### config.mk
export PLATFORM = sky130hd
export DESIGN_NAME = barcode_entry_controller
export DESIGN_NICKNAME = d
export VERILOG_FILES = /design/src/rtl/barcode_entry_controller.sv
export SDC_FILE = /design/constraint.sdc
export NUM_CORES = 1
export LEC_CHECK = 0
export CORE_UTILIZATION = 45
export CTS_CLUSTER_DIAMETER = 60
export CTS_CLUSTER_SIZE = 12
export DETAILED_ROUTE_END_ITERATION = 6
export DONT_BUFFER_PORTS = 1
export GPL_ROUTABILITY_DRIVEN = 0
export PLACE_DENSITY = 0.67
export SLEW_MARGIN = 20
export SYNTH_ARGS = -nofsm -noshare
export SYNTH_HDL_FRONTEND = slang
export SYNTH_SLANG_ARGS = --single-unit
### constraint.sdc
create_clock -name CLOCK -period 3.24 [get_ports CLOCK]
set_input_delay 0.324 -clock CLOCK [delete_from_list [all_inputs] [get_ports CLOCK]]
set_output_delay 0.324 -clock CLOCK [all_outputs]
set_load 0.02 [all_outputs]
### src/rtl/barcode_entry_controller.sv
// barcode_entry_controller: keypad-to-barcode-register sequencer.
// Optional inactivity auto-clear is built only when BARCODE_TIMEOUT_EN is defined.
//
// Purpose
//   Pushes keypad digits into the 4-digit barcode shift register and clears
//   it on CLEAR, on lookup completion or on inactivity. ENTER with enough
//   digits starts a request/acknowledge lookup to the product table.
//
// Ports
//   CLOCK, RESET_N       system clock, synchronous active-low reset
//   KEY_VALID, KEY_CODE  keypad strobe and code (0-9, A=ENTER, B=CLEAR)
//   SR_ENABLE, SR_DIGIT  shift strobe and digit to the barcode register
//   SR_CLEAR_N           active-low clear to the barcode register
//   LOOKUP_REQ           lookup request, held until LOOKUP_ACK
//   LOOKUP_ACK/FOUND     lookup completion strobe and result
//   BUSY                 lookup in progress, keys dropped
//   DIGIT_COUNT          digits entered, saturating at 4
//   ITEM_VALID           pulse: lookup hit
//   NOT_FOUND            pulse: lookup miss
//   SHORT_ENTRY          pulse: ENTER with too few digits
//   TIMEOUT              pulse: inactivity auto-clear (0 without the macro)

module barcode_entry_controller #(
   parameter int unsigned MIN_DIGITS     = 4,
   parameter int unsigned TIMEOUT_CYCLES = 250000000,
   parameter int unsigned TMR_W          = 28
) (
   input  logic       CLOCK,
   input  logic       RESET_N,
   input  logic       KEY_VALID,
   input  logic [3:0] KEY_CODE,
   output logic       SR_ENABLE,
   output logic [3:0] SR_DIGIT,
   output logic       SR_CLEAR_N,
   output logic       LOOKUP_REQ,
   input  logic       LOOKUP_ACK,
   input  logic       LOOKUP_FOUND,
   output logic       BUSY,
   output logic [2:0] DIGIT_COUNT,
   output logic       ITEM_VALID,
   output logic       NOT_FOUND,
   output logic       SHORT_ENTRY,
   output logic       TIMEOUT
);

   if (MIN_DIGITS < 1 || MIN_DIGITS > 4) begin : g_bad_min_digits
      $error("MIN_DIGITS must be 1..4");
   end
   if (((TIMEOUT_CYCLES - 1) >> TMR_W) != 0) begin : g_bad_tmr_w
      $error("TMR_W too narrow for TIMEOUT_CYCLES");
   end

   localparam logic [2:0] MIN_CNT = 3'(MIN_DIGITS);
   localparam logic [2:0] MAX_CNT = 3'd4;

   typedef enum logic [1:0] {
      IDLE    = 2'd0,
      COLLECT = 2'd1,
      REQUEST = 2'd2
   } state_t;

   state_t     state_q, state_d;
   logic [2:0] count_q, count_d;
   logic       sr_en_d;
   logic [3:0] sr_digit_d;
   logic       sr_clr_d;
   logic       item_d, nf_d, short_d;
   logic       lookup_d;

   logic key_digit, key_enter, key_clear;

   assign key_digit = KEY_VALID && (KEY_CODE <= 4'd9);
   assign key_enter = KEY_VALID && (KEY_CODE == 4'hA);
   assign key_clear = KEY_VALID && (KEY_CODE == 4'hB);

`ifdef BARCODE_TIMEOUT_EN
   localparam logic [TMR_W-1:0] TMR_LAST = TMR_W'(TIMEOUT_CYCLES - 1);
   logic [TMR_W-1:0] tmr_q, tmr_d;
   logic             tmo_d, tmo_q;
`endif

   always_comb begin
      state_d    = state_q;
      count_d    = count_q;
      sr_en_d    = 1'b0;
      sr_digit_d = 4'd0;
      sr_clr_d   = 1'b0;
      item_d     = 1'b0;
      nf_d       = 1'b0;
      short_d    = 1'b0;
`ifdef BARCODE_TIMEOUT_EN
      tmr_d      = '0;
      tmo_d      = 1'b0;
`endif
      unique case (state_q)
         IDLE, COLLECT: begin
            unique case (1'b1)
               key_digit: begin
                  sr_en_d    = 1'b1;
                  sr_digit_d = KEY_CODE;
                  state_d    = COLLECT;
                  if (count_q != MAX_CNT) count_d = count_q + 3'd1;
               end
               key_enter: begin
                  if (count_q >= MIN_CNT) state_d = REQUEST;
                  else short_d = 1'b1;
               end
               key_clear: begin
                  sr_clr_d = 1'b1;
                  count_d  = 3'd0;
                  state_d  = IDLE;
               end
               default: begin
`ifdef BARCODE_TIMEOUT_EN
                  // A key arriving on the expiry cycle takes the branches
                  // above, so it always beats the timeout.
                  if (state_q == COLLECT) begin
                     if (tmr_q == TMR_LAST) begin
                        tmo_d    = 1'b1;
                        sr_clr_d = 1'b1;
                        count_d  = 3'd0;
                        state_d  = IDLE;
                     end else begin
                        tmr_d = tmr_q + 1'b1;
                     end
                  end
`endif
               end
            endcase
         end
         REQUEST: begin
            if (LOOKUP_ACK) begin
               item_d   = LOOKUP_FOUND;
               nf_d     = !LOOKUP_FOUND;
               sr_clr_d = 1'b1;
               count_d  = 3'd0;
               state_d  = IDLE;
            end
         end
         default: begin
            state_d = IDLE;
            count_d = 3'd0;
         end
      endcase
      lookup_d = (state_d == REQUEST);
   end

   always_ff @(posedge CLOCK) begin
      if (!RESET_N) begin
         state_q     <= IDLE;
         count_q     <= 3'd0;
         SR_ENABLE   <= 1'b0;
         SR_DIGIT    <= 4'd0;
         SR_CLEAR_N  <= 1'b0;
         LOOKUP_REQ  <= 1'b0;
         BUSY        <= 1'b0;
         ITEM_VALID  <= 1'b0;
         NOT_FOUND   <= 1'b0;
         SHORT_ENTRY <= 1'b0;
      end else begin
         state_q     <= state_d;
         count_q     <= count_d;
         SR_ENABLE   <= sr_en_d;
         SR_DIGIT    <= sr_digit_d;
         SR_CLEAR_N  <= !sr_clr_d;
         LOOKUP_REQ  <= lookup_d;
         BUSY        <= lookup_d;
         ITEM_VALID  <= item_d;
         NOT_FOUND   <= nf_d;
         SHORT_ENTRY <= short_d;
      end
   end

   assign DIGIT_COUNT = count_q;

`ifdef BARCODE_TIMEOUT_EN
   always_ff @(posedge CLOCK) begin
      if (!RESET_N) begin
         tmr_q <= '0;
         tmo_q <= 1'b0;
      end else begin
         tmr_q <= tmr_d;
         tmo_q <= tmo_d;
      end
   end

   assign TIMEOUT = tmo_q;
`else
   assign TIMEOUT = 1'b0;
`endif

endmodule

* After elaboration in Yosys (flattened, before gate mapping) *
Index checks and enable logic that the tools add are counted.

cells by class
  magnitude comparators = 2
  multiplexer cells = 13
  reductions and logical operators = 12
  equality and inequality tests = 9
  add/sub/neg operators = 1

operators with widths
  operator             number
  $pmux 3 s2           2
  $reduce_and 3->1     4
  $ne 3x3->1 const B   3
  $eq 4x4->1 const B   2
  $mux 3               2
  $pmux 2 s3           1
  $eq 2x2->1 const B   2
  $le 4x4->1 const B   1
  $mux 1               4
  $mux 2               2
  $pmux 2 s2           1
  $add 3x1->3 const B  1
  $ge 3x3->1 const B   1
  $logic_and 1x1->1    3
  $eq 2x1->1 const B   1
  $logic_not 1->1      2
  $logic_not 2->1      1
  $ne 2x2->1 const B   1
  $pmux 1 s2           1
  $reduce_and 2->1     1
  $reduce_or 2->1      1

storage, ports and cells
  output and inout bits = 15
  flip-flop bits (word level) = 15
  bits of input ports = 9

* Depth between registers and ports, before layout *
  word-level depth = 5
  mapped depth = 6

* Worst setup path after synthesis *
Ideal clock, no wire load.

  path type = reg2reg
  start point = reg count_q[0], in the netlist DIGIT_COUNT[0]
  end point = reg count_q[0], in the netlist DIGIT_COUNT[0]
  arrival time = 1.538 ns
  required time = 3.165 ns
  buffers on the path = 0
  setup time = 0.075 ns
  cell stages (with the launch flop) = 7
  clock period less this slack = 1.613 ns
  setup slack = 1.627 ns
  cell sequence = dfxtp_1 > inv_1 > ha_1 > and2_4 > a2111oi_4 > nand3_1 > o22ai_1

on the way
  longest elaborated chain between the ends = 4
  elaborated cells between the ends (all ways) = 7
  those cells by class = 1 x add/sub; 2 x eq/ne; 3 x mux; 1 x reduce/logical

ends and longest elaborated chain
  item                    line  text
  start, declared         63    logic [2:0] count_q, count_d;
  start signal, assigned  162   count_q <= count_d;
  $add 3x1->3             102   if (count_q != MAX_CNT) count_d = count_q + 3'd1;
  $mux 3                  102
  $pmux 3 s2              97    unique case (1'b1)
  $pmux 3 s2              95    unique case (state_q)

Parallel ways exist; a longest one is shown, timed or not. The select of a mux whose other input is x is not followed.
A chain may end at the register's enable or synchronous reset.

* Worst setup path in the final report *
Ends and elaborated chain as after synthesis.

==> run_results.csv <==
group,metric,value,unit
run_status,outcome,"complete, no violations",
layout,layout_commonest_cell,"dfxtp_1",
floorplanning,fp-row-count,13,
floorplanning,start_util,49.9,%
setup_path,worst-path-stages,6,
power_and_ir_drop,clkPwrFrac,31.7,%
synth,ys_seq_area_share,44.6,%
cts,cts_tree,"built",
grt,grt_max_degree,14,
route,drt_iter0_drc,6,
cts,cts_hold_buf,0,
cts,postCtsSetupRepairBufs,0,
cts,clkTransAtPathRegs,0.09,ns
route,firstDrtPassIters,4,
placed_design,dp_hpwl,795,µm
route,routed_wl,1050,µm
synth,synth_cells,69,
layout,num-fill-cells,130,
floorplanning,fp.dieH,40.7,µm
setup_path,start_kind,"flip-flop",
setup_path,worstPathMaxFanout,5,
layout,seqCellArea,300,µm²
route,via_per_inst,5.67,
setup_path,crit_chain,"inv_1 -> ha_1 -> and2_4 -> a2111oi_4 -> nand3_1 -> o22ai_1",
setup_path,cp.arrival,1.94,ns
setup_path,critPathCaptureType,"flip-flop",
timing,final-setup-viol-count,0,
setup_path,r2r_cells,6,
power_and_ir_drop,p_leak,0.277,nW
run,drv_cap,0,
placed_design,place_area,667,µm²
cts,cts.sinks,15,
grt,first_global_vias,411,
setup_path,reg2reg_from,"DIGIT_COUNT[0]",
layout,multiInputGateArea,337,µm²
route,wire_per_inst,12.4,µm
layout,post_route_cells_drive_above_1_share,11.6,%
timing,max_freq,577,MHz
cts,cts_resized,0,
layout,area_growth_syn_to_layout,3.16,%
floorplanning,dieArea,0.00165,mm²
timing,fin_crit_sh,53.5,%
power_and_ir_drop,internal_power,0.000247,W
floorplanning,ios,24,
timing,fin_crit,1.73,ns
grt,grt-ovfl-total,0,
timing,rsz0062_at_grt,"no",
synth,ys_ff_latch,15,
synth,yosysWarnings,0,
setup_path,crit_type,"flip-flop to flip-flop",
grt,grtUsageTotal,16.7,%
synth,synth_cell_types,29,
grt,antenna_found_initial,0,
power_and_ir_drop,ir_drop,0.266,mV
power_and_ir_drop,p_sw,0.0000810,W
setup_path,startpoint,"DIGIT_COUNT[0]",
power_and_ir_drop,p_per_area,473,mW/mm²
min_path,hp-class,"input pin to flip-flop",
layout,fin_nets,81,
min_path,hold_path_depth,1,
setup_path,cp.required,3.45,ns
cts,cts_inserted_buffers,3,
route,ant_nets,0,
layout,final_area,694,µm²
setup_path,reg2reg_slack,1.51,ns
route,route.detailed.drc,0,
route,vias,476,
synth,syn-cell-area,673,µm²
timing,final-hold-violation-count,0,
layout,antenna_cells,0,
cts,cts.htree.levels,1,
timing,setup_tns,0,ns
power_and_ir_drop,power.share.switching,24.7,%
layout,layout_common_cells,"15 x dfxtp_1, 4 x nand3_1, 4 x and2_1",
setup_path,critical_path.top_delay_family,"compound AO/OA/AOI/OAI gates",
setup_path,critPathSlowestCell,"dfxtp_1",
synth,synth_fp_nets,80,
synth,syn_area_per_cell,9.76,µm²
placed_design,io_buffers,0,
floorplanning,die_w,40.7,µm
timing,fin_worst_skew,0.00421,ns
grt,grt_pass1_wl,1750,µm
setup_path,critPathBufInv,1,
setup_path,crit_path_max_incr_delay,0.51,ns
floorplanning,core-area,0.00135,mm²
cts,cts-root-buf,"clkbuf_4",
power_and_ir_drop,seq_power_share,61.5,%
power_and_ir_drop,comb_power_share,6.8,%
setup_path,r2r-end,"DIGIT_COUNT[0]",
timing,maxSlewViolCount,0,
cts,clk_path_buf_depth,2,
cts,clk_latency,0.28,ns
setup_path,crit_end,"DIGIT_COUNT[0]",
-- synthesized netlist by cell type --
cell type,count,area share [%]
dfxtp_1,15,45
and2_1,4,3.7
nand3_1,4,3.0
and4b_1,3,4.5
inv_1,3,1.7
nand2_1,3,1.7
nor2_1,3,1.7
nor3_1,3,2.2
nor3b_1,3,3.3
o21ai_0,3,2.2
buf_2,2,1.5
buf_4,2,2.2
ha_1,2,3.7
nand2b_1,2,1.9
nor2b_1,2,1.9
o21a_1,2,2.2
a2111oi_4,1,4.1
a211o_1,1,1.3
a211oi_1,1,1.1
a21bo_2,1,1.5
a21oi_1,1,0.74
a32o_1,1,1.5
and2_4,1,1.3
and3b_4,1,1.9
conb_1,1,0.56
nand4_1,1,0.93
o211a_1,1,1.5
o21ai_1,1,0.74
o22ai_1,1,0.93
-- power groups by stage --
stage,logic [W],registers [W],clock network (W)
detailed placement,0.0000225,0.000207,0
global route,0.0000252,0.000203,0.000120
floorplan,0.0000224,0.000205,0
CTS,0.0000226,0.000202,0.000110
global placement,0.0000221,0.000206,0
finish,0.0000223,0.000202,0.000104
-- area by class of cell --
class                   count  area share [%]
clock buffers               3            3.24
clock inverters             1           0.721
inverters                   3            1.62
multi-input cells          47            48.5
flip-flops and latches     15            43.2
well taps                  15            2.70
-- through the flow --
stage | hold slack, ns | util [%] | std cells | power [W] | setup slack (ns)
finish | 0.0977 | 51.4 | 84 | 0.000328 | 1.51
global placement | 0.397 | 49.4 | 80 | 0.000229 | 1.56
CTS | 0.0896 | 51.4 | 84 | 0.000335 | 1.48
floorplan | 0.396 | - | 69 | 0.000228 | 1.63
detailed placement | 0.399 | 49.4 | 80 | 0.000229 | 1.50
global route | 0.0759 | 51.4 | 84 | 0.000348 | 1.42
-- routing by layer --
| layer | GRT usage (%) | vias to the layer above | routed length, µm |
|---|---|---|---|
| li1 | - | 245 | - |
| met1 | 20.6 | 213 | 482 |
| met2 | 25.0 | 16 | 478 |
| met3 | 8.70 | 2 | 73 |
| met4 | 5.00 | 0 | 10 |
| met5 | 0 | - | 0 |
-- cell families after synthesis --
| family | Yosys count | share of synthesized area, % |
|---|---|---|
| fa+ha+maj | 2 | 3.72 |
| compound gates | 14 | 17.8 |
| simple gates | 30 | 27.9 |
| flops | 15 | 44.6 |
| other cells | 1 | 0.557 |
| buf+inv | 7 | 5.39 |
-- how the worst min path moves through the flow --
stage	from	endpoint	slack, ns
6_report	LOOKUP_FOUND	NOT_FOUND	0.1
5_1_grt	LOOKUP_FOUND	NOT_FOUND	0.08
4_1_cts	LOOKUP_FOUND	NOT_FOUND	0.09
3_5_place_dp	LOOKUP_FOUND	NOT_FOUND	0.40
3_3_place_gp	LOOKUP_FOUND	NOT_FOUND	0.40
2_1_floorplan	LOOKUP_FOUND	NOT_FOUND	0.40
-- state kept, by name, indices dropped and copies added (netlist names) --
signal       count
SHORT_ENTRY      1
SR_DIGIT         4
SR_ENABLE        1
ITEM_VALID       1
state_q          2
NOT_FOUND        1
BUSY             1
SR_CLEAR_N       1
DIGIT_COUNT      3
Power figures use the tool's default switching activity.
